<file path="src/rtl/servisia_mem_ctrl.sv">
// Wishbone-to-byte-memory bridge: each 32-bit bus access becomes four sequential
// byte accesses on an 8-bit memory whose read data arrives one cycle after the strobe.
module servisia_mem_ctrl (
  input  logic        clk_i,
  input  logic        rst_ni,
  input  logic        wb_cyc_i,
  input  logic        wb_we_i,
  input  logic [31:0] wb_adr_i,
  input  logic [3:0]  wb_sel_i,
  input  logic [31:0] wb_dat_i,
  output logic [31:0] wb_dat_o,
  output logic        wb_ack_o,
  output logic        mem_read_o,
  output logic        mem_write_o,
  output logic [19:0] mem_addr_o,
  output logic [7:0]  mem_wdata_o,
  input  logic [7:0]  mem_rdata_i
);

  typedef enum logic [2:0] {StIdle, StRd, StRdLast, StWr, StAck} state_e;

  state_e          state_q, state_d;
  logic [1:0]      cnt_q, cnt_d;
  logic [17:0]     adr_q;
  logic            we_q;
  logic [3:0]      sel_q;
  logic [3:0][7:0] dat_q;
  logic [3:0][7:0] rbuf_q;

  logic            accept;
  logic            cap_en;
  logic [1:0]      cap_idx;

  // Address bits outside [19:2] are deliberately ignored.
  logic unused_adr;
  assign unused_adr = ^{wb_adr_i[31:20], wb_adr_i[1:0]};

  // State, byte counter, latched request and read buffer.
  always_ff @(posedge clk_i or negedge rst_ni) begin
    if (!rst_ni) begin
      state_q <= StIdle;
      cnt_q   <= 2'd0;
      adr_q   <= '0;
      we_q    <= 1'b0;
      sel_q   <= '0;
      dat_q   <= '0;
      rbuf_q  <= '0;
    end else begin
      state_q <= state_d;
      cnt_q   <= cnt_d;
      if (accept) begin
        adr_q <= wb_adr_i[19:2];
        we_q  <= wb_we_i;
        sel_q <= wb_sel_i;
        dat_q <= wb_dat_i;
      end
      if (cap_en) begin
        rbuf_q[cap_idx] <= mem_rdata_i;
      end
    end
  end

  // Next-state logic and memory/bus strobes.
  always_comb begin
    state_d     = state_q;
    cnt_d       = cnt_q;
    accept      = 1'b0;
    cap_en      = 1'b0;
    // Memory data lags the strobe by one cycle, so byte k-1 arrives while cnt=k.
    cap_idx     = cnt_q - 2'd1;
    wb_ack_o    = 1'b0;
    mem_read_o  = 1'b0;
    mem_write_o = 1'b0;
    mem_addr_o  = '0;
    mem_wdata_o = '0;
    case (state_q)
      StIdle: begin
        if (wb_cyc_i) begin
          accept  = 1'b1;
          cnt_d   = 2'd0;
          state_d = wb_we_i ? StWr : StRd;
        end
      end
      StRd: begin
        mem_read_o = 1'b1;
        mem_addr_o = {adr_q, cnt_q};
        cap_en     = (cnt_q != 2'd0);
        cnt_d      = cnt_q + 2'd1;
        if (cnt_q == 2'd3) state_d = StRdLast;
      end
      StRdLast: begin
        cap_en  = 1'b1;
        cap_idx = 2'd3;
        state_d = StAck;
      end
      StWr: begin
        mem_addr_o  = {adr_q, cnt_q};
        mem_wdata_o = dat_q[cnt_q];
        mem_write_o = sel_q[cnt_q];
        cnt_d       = cnt_q + 2'd1;
        if (cnt_q == 2'd3) state_d = StAck;
      end
      StAck: begin
        wb_ack_o = 1'b1;
        state_d  = StIdle;
      end
      default: state_d = StIdle;
    endcase
  end

  assign wb_dat_o = rbuf_q;

endmodule

</file>
<file path="config.mk">
export PLATFORM = sky130hd
export DESIGN_NAME = servisia_mem_ctrl
export DESIGN_NICKNAME = d
export VERILOG_FILES = /design/src/rtl/servisia_mem_ctrl.sv
export SDC_FILE = /design/constraint.sdc
export NUM_CORES = 1
export LEC_CHECK = 0
export ABC_AREA = 1
export CAP_MARGIN = 5
export CORE_UTILIZATION = 29
export CTS_CLUSTER_DIAMETER = 60
export DETAILED_ROUTE_END_ITERATION = 12
export SLEW_MARGIN = 10
export SYNTH_ARGS = -nofsm -noshare
export SYNTH_HDL_FRONTEND = slang
export SYNTH_SLANG_ARGS = --single-unit
</file>
<file path="constraint.sdc">
create_clock -name clk_i -period 2.46 [get_ports clk_i]
set_clock_uncertainty 0.15 [all_clocks]
set_input_delay 0.492 -clock clk_i [delete_from_list [all_inputs] [get_ports clk_i]]
set_output_delay 0.492 -clock clk_i [all_outputs]
set_load 0.05 [all_outputs]
</file>
# Word-level counts from Yosys, hierarchy flattened
# Index checks and enable logic that the tools add are counted.
# word_totals
latchBits	0
ram_bits	0
out_inout_bits	63
mem_bits_ro	0
n_memories	0
elab_cells	55
regBits	91
in_bits	80
# classes
eq_ne	8
bitwise_logic	0
n_reduce_logical	7
n_mux	23
n_mul	0
magnitude_cmp	3
shift	0
add_sub_neg	2
n_div	0
# ops
op	count
bitwise mux 32 bit	1
2-to-1 mux 8 bit	3
2-to-1 mux 20 bit	1
binary-select mux 8 bit (select 2 bit)	1
demux 8 bit (select 2 bit)	1
one-hot mux 3 bit (4 select lines)	1
2-to-1 mux 3 bit	3
equality test 3 x 2 -> 1 bit (second input constant)	2
< comparator 2 x 3 -> 1 bit (second input constant)	2
2-to-1 mux 1 bit	6
2-to-1 mux 2 bit	3
!= test 2 bit (second input constant)	3
one-hot mux 2 bit (2 select lines)	1
nonzero test 2 bit	2
equality test 3 x 1 -> 1 bit (second input constant)	1
equality test 3 bit (second input constant)	1
zero test 3 bit	1
AND reduction 3 bit	1
adder 2 x 1 -> 2 bit (second input constant)	1
binary-select mux 1 bit (select 2 bit)	1
equality test 2 bit (second input constant)	1
greater-or-equal comparator 2 x 1 -> 1 bit (second input constant)	1
one-hot mux 1 bit (2 select lines)	1
AND reduction 2 bit	1
other kinds (3)	3

# Logic depth before layout (Yosys ltp)
# logic_depth
word_depth	7
ltp_mapped	10
depth_no_buf	8

# Worst setup path after synthesis
# No wires, ideal clock.
# synth_timing
path_type	register to output
from	register cnt_q[1]
to	output mem_wdata_o[1]
path_stages_with_launch	7
n_path_buf	2
slack_ps	106
t_required_ps	1818
arrival_time_ps	1712
path_cell_list	dfrtp_1 > buf_2 > inv_1 > clkbuf_1 > nor2_1 > o21ai_0 > a21oi_1
# synth_between
elab_chain_cells	3
# synth_rtl
item	line	rtl
start, declared	23	logic [1:0] cnt_q, cnt_d;
start signal, assigned	50	cnt_q <= cnt_d;
binary-select mux 8 bit (select 2 bit)	98	mem_wdata_o = dat_q[cnt_q];
2-to-1 mux 8 bit (not written as such)	98	
2-to-1 mux 8 bit	76	case (state_q)
end, declared	16	output logic [7:0] mem_wdata_o,
# Every way passes these cells. The select of a mux whose other input is x is not followed.

# Worst setup path in the final report
# layout_timing
from	register cnt_q[0]
to	output mem_wdata_o[5]
# Same word-level chain as after synthesis.

==> metrics.cfg <==
[run_status]
status = finished clean

[cells_and_area]
final_cell_mix = 100 x nand2_1, 96 x clkdlybuf4s50_1, 91 x dfrtp_1
fin_util_pct = 45.11
syn2layout_area_growth_pct = 52.40
drive_above_1_share_pct = 12.10
antenna_cells = 0
num-nets-final = 705
layout_commonest_cell = nand2_1

[clocking]
clockRootBuffer = clkbuf_16
insertion_delay_ns = 0.34
cts_tree = done
cts_buffers = 9
clkSlewWorstSetupHoldPaths_ns = 0.07
htreeDepth = 3
post-cts-setup-buffer-count = 0
cts.path.max_buffers = 2
clock-sinks = 91

[route]
vias = 3682
drt-total-wl_um = 10910
drt-initial-drc-count = 181
wl_per_cell_um = 13.50
drc_errors = 0
post_drt_via_cell_ratio = 4.557
drtAntennaViolNets = 0
first_pass_iters = 4

[global_routing]
grt_pass1_wl_um = 17930
grt_usage_pct = 15.88
grt_pass1_vias = 3636
grt_overflow = 0
grt_max_degree = 56
antenna_found_initial = 0

[setup_path]
crit_start = cnt_q[0]$_DFFE_PN0P_
ff2ff_setup_slack_ns = 0.34
worstSetupEndpointType = output port
cp_data_arrival_time_ns = 1.74
worstReg2RegEnd = wb_dat_o[21]$_DFFE_PN0P_
cp_num_buf_inv = 3
cp_max_fo = 19
reg2reg_depth = 6
reg2reg_from = cnt_q[1]$_DFFE_PN0P_
cp.depth = 5
cp_slowest_cell = dfrtp_1
path_class = reg -> out
cp_data_required_time_ns = 1.82
cpLargestDelayFamily = buffers and inverters
crit_end = mem_wdata_o[5]
crit_chain = inv_1, buf_12, o21ai_0, a21oi_1, buf_12
cp-start-kind = flop
critical-path-max-stage-delay_ns = 0.39
path_common_cell = buf_12

[synth]
synth-seq-cells = 91
synthDistinctLibCells = 23
synthTopCellsByArea = dfrtp_1 56%, nand2_1 9.2%, o21ai_0 8.8%
yosysWarnings = 0
netlist.area_leader.share_pct = 55.64
syn_inst = 498
syn-num-nets = 580
synth_top_cell_by_area = dfrtp_1
synth-seq-area-share_pct = 55.64
synthesis.area_um2 = 4093
syn_avg_cell_area_um2 = 8.218

[timing]
rsz0062_at_grt = true
setup_tns_ns = 0
max_freq_ghz = 0.4199
hold_violations = 0
slew_headroom_pct = 59.04
final.min_clock_period_ns = 2.382
finalSetupViolCount = 0
finalCritPeriodShare_pct = 96.81
drv_slew = 0
worstMarginPinSlew_ns = 0.6144

[flow_run]
maxCapViolations = 0

[power]
p_leak_nw = 2.959
powerDensity_nw_per_um2 = 1601
vdd_drop_max_mv = 0.4591
p_total_w = 0.009985

[place]
gp_congestion = 0.7630
dp_hpwl_um = 7958
portBuffers = 128

[floorplanning]
rows = 43
io_pins = 143
die_w_um = 120.8
initial_core_util_pct = 29.60
die-area_um2 = 14590
die_y_um = 120.8
core_area_um2 = 13830

[min_path]
hp-class = in -> async

## state kept, by name (all words and copies together), names as in the netlist
signal    count
dat_q        32
sel_q         4
state_q       3
adr_q        18
wb_dat_o     32
cnt_q         2
## cell type report
class	count	area [µm²]
Clock inverter	6	65.06
Clock buffer	10	229.0
Fill cell	1328	7590
Tap cell	180	225.2
Timing Repair Buffer	136	1690
Sequential cell	91	2277
Inverter	64	241.5
Multi-Input combinational cell	321	1509
## worst min path at each step
stage,end,startpoint,slack [ns],cells after the start
after floorplan,adr_q[0]$_DFFE_PN0P_,rst_ni,0.05,0
after global placement,wb_dat_o[0]$_DFFE_PN0P_,wb_dat_o[0]$_DFFE_PN0P_,0.30,2
after detailed placement,dat_q[14]$_DFFE_PN0P_,dat_q[14]$_DFFE_PN0P_,0.32,2
after CTS,wb_dat_o[15]$_DFFE_PN0P_,rst_ni,0.03,1
after global routing,adr_q[4]$_DFFE_PN0P_,rst_ni,0.05,1
final,adr_q[4]$_DFFE_PN0P_,rst_ni,0.02,1
## routing by layer
| metal | vias to the layer above | routed length, µm | global-route usage [%] |
|---|---|---|---|
| met5 | - | 0 | 0 |
| met4 | 0 | 157 | 6.096 |
| met3 | 14 | 480 | 2.594 |
| met2 | 110 | 5280 | 26.40 |
| met1 | 1738 | 4990 | 20.66 |
| li1 | 1820 | - | - |
## cell usage after synthesis (all sizes together)
master  count
dfrtp      91
inv        63
o21ai      73
o21bai      1
nand4       1
nand3      29
a21oi      27
o211ai      2
nor3        1
nor2       81
nand2     102
buf        12
ha          2
clkbuf     10
o22ai       2
clkinv      1
## per-stage QoR
step | instances | cell area, µm² | hold WS [ns] | setup slack (ns)
2_1_floorplan | 498 | 4093 | 0.04641 | 0.1055
3_3_place_gp | 792 | 5907 | 0.3040 | 0.3020
3_5_place_dp | 792 | 5907 | 0.3174 | 0.2758
4_1_cts | 808 | 6217 | 0.02901 | 0.02155
5_1_grt | 808 | 6237 | 0.05129 | -0.03618
6_report | 808 | 6237 | 0.01522 | 0.07837
## logic make-up after synthesis
logic type | after synthesis | synth area share (%)
compound gates | 105 | 13.18
simple gates | 214 | 22.01
flops | 91 | 55.64
fa+ha+maj | 2 | 0.6113
buf+inv | 86 | 8.560
## report_power, final
group	internal [W]	leakage, nW	switching, W
combinational	0.00218	1.73	0.00382
sequential	0.00223	1.09	0.000376
clock	0.000790	0.143	0.000587
## timing repair
action | 4_1_cts | 5_1_grt
hold buffers | 0 | 0
gates resized for setup | 5 | 6
setup endpoints to repair | 9 | 8
No activity file was read; power rests on OpenSTA's default activity.
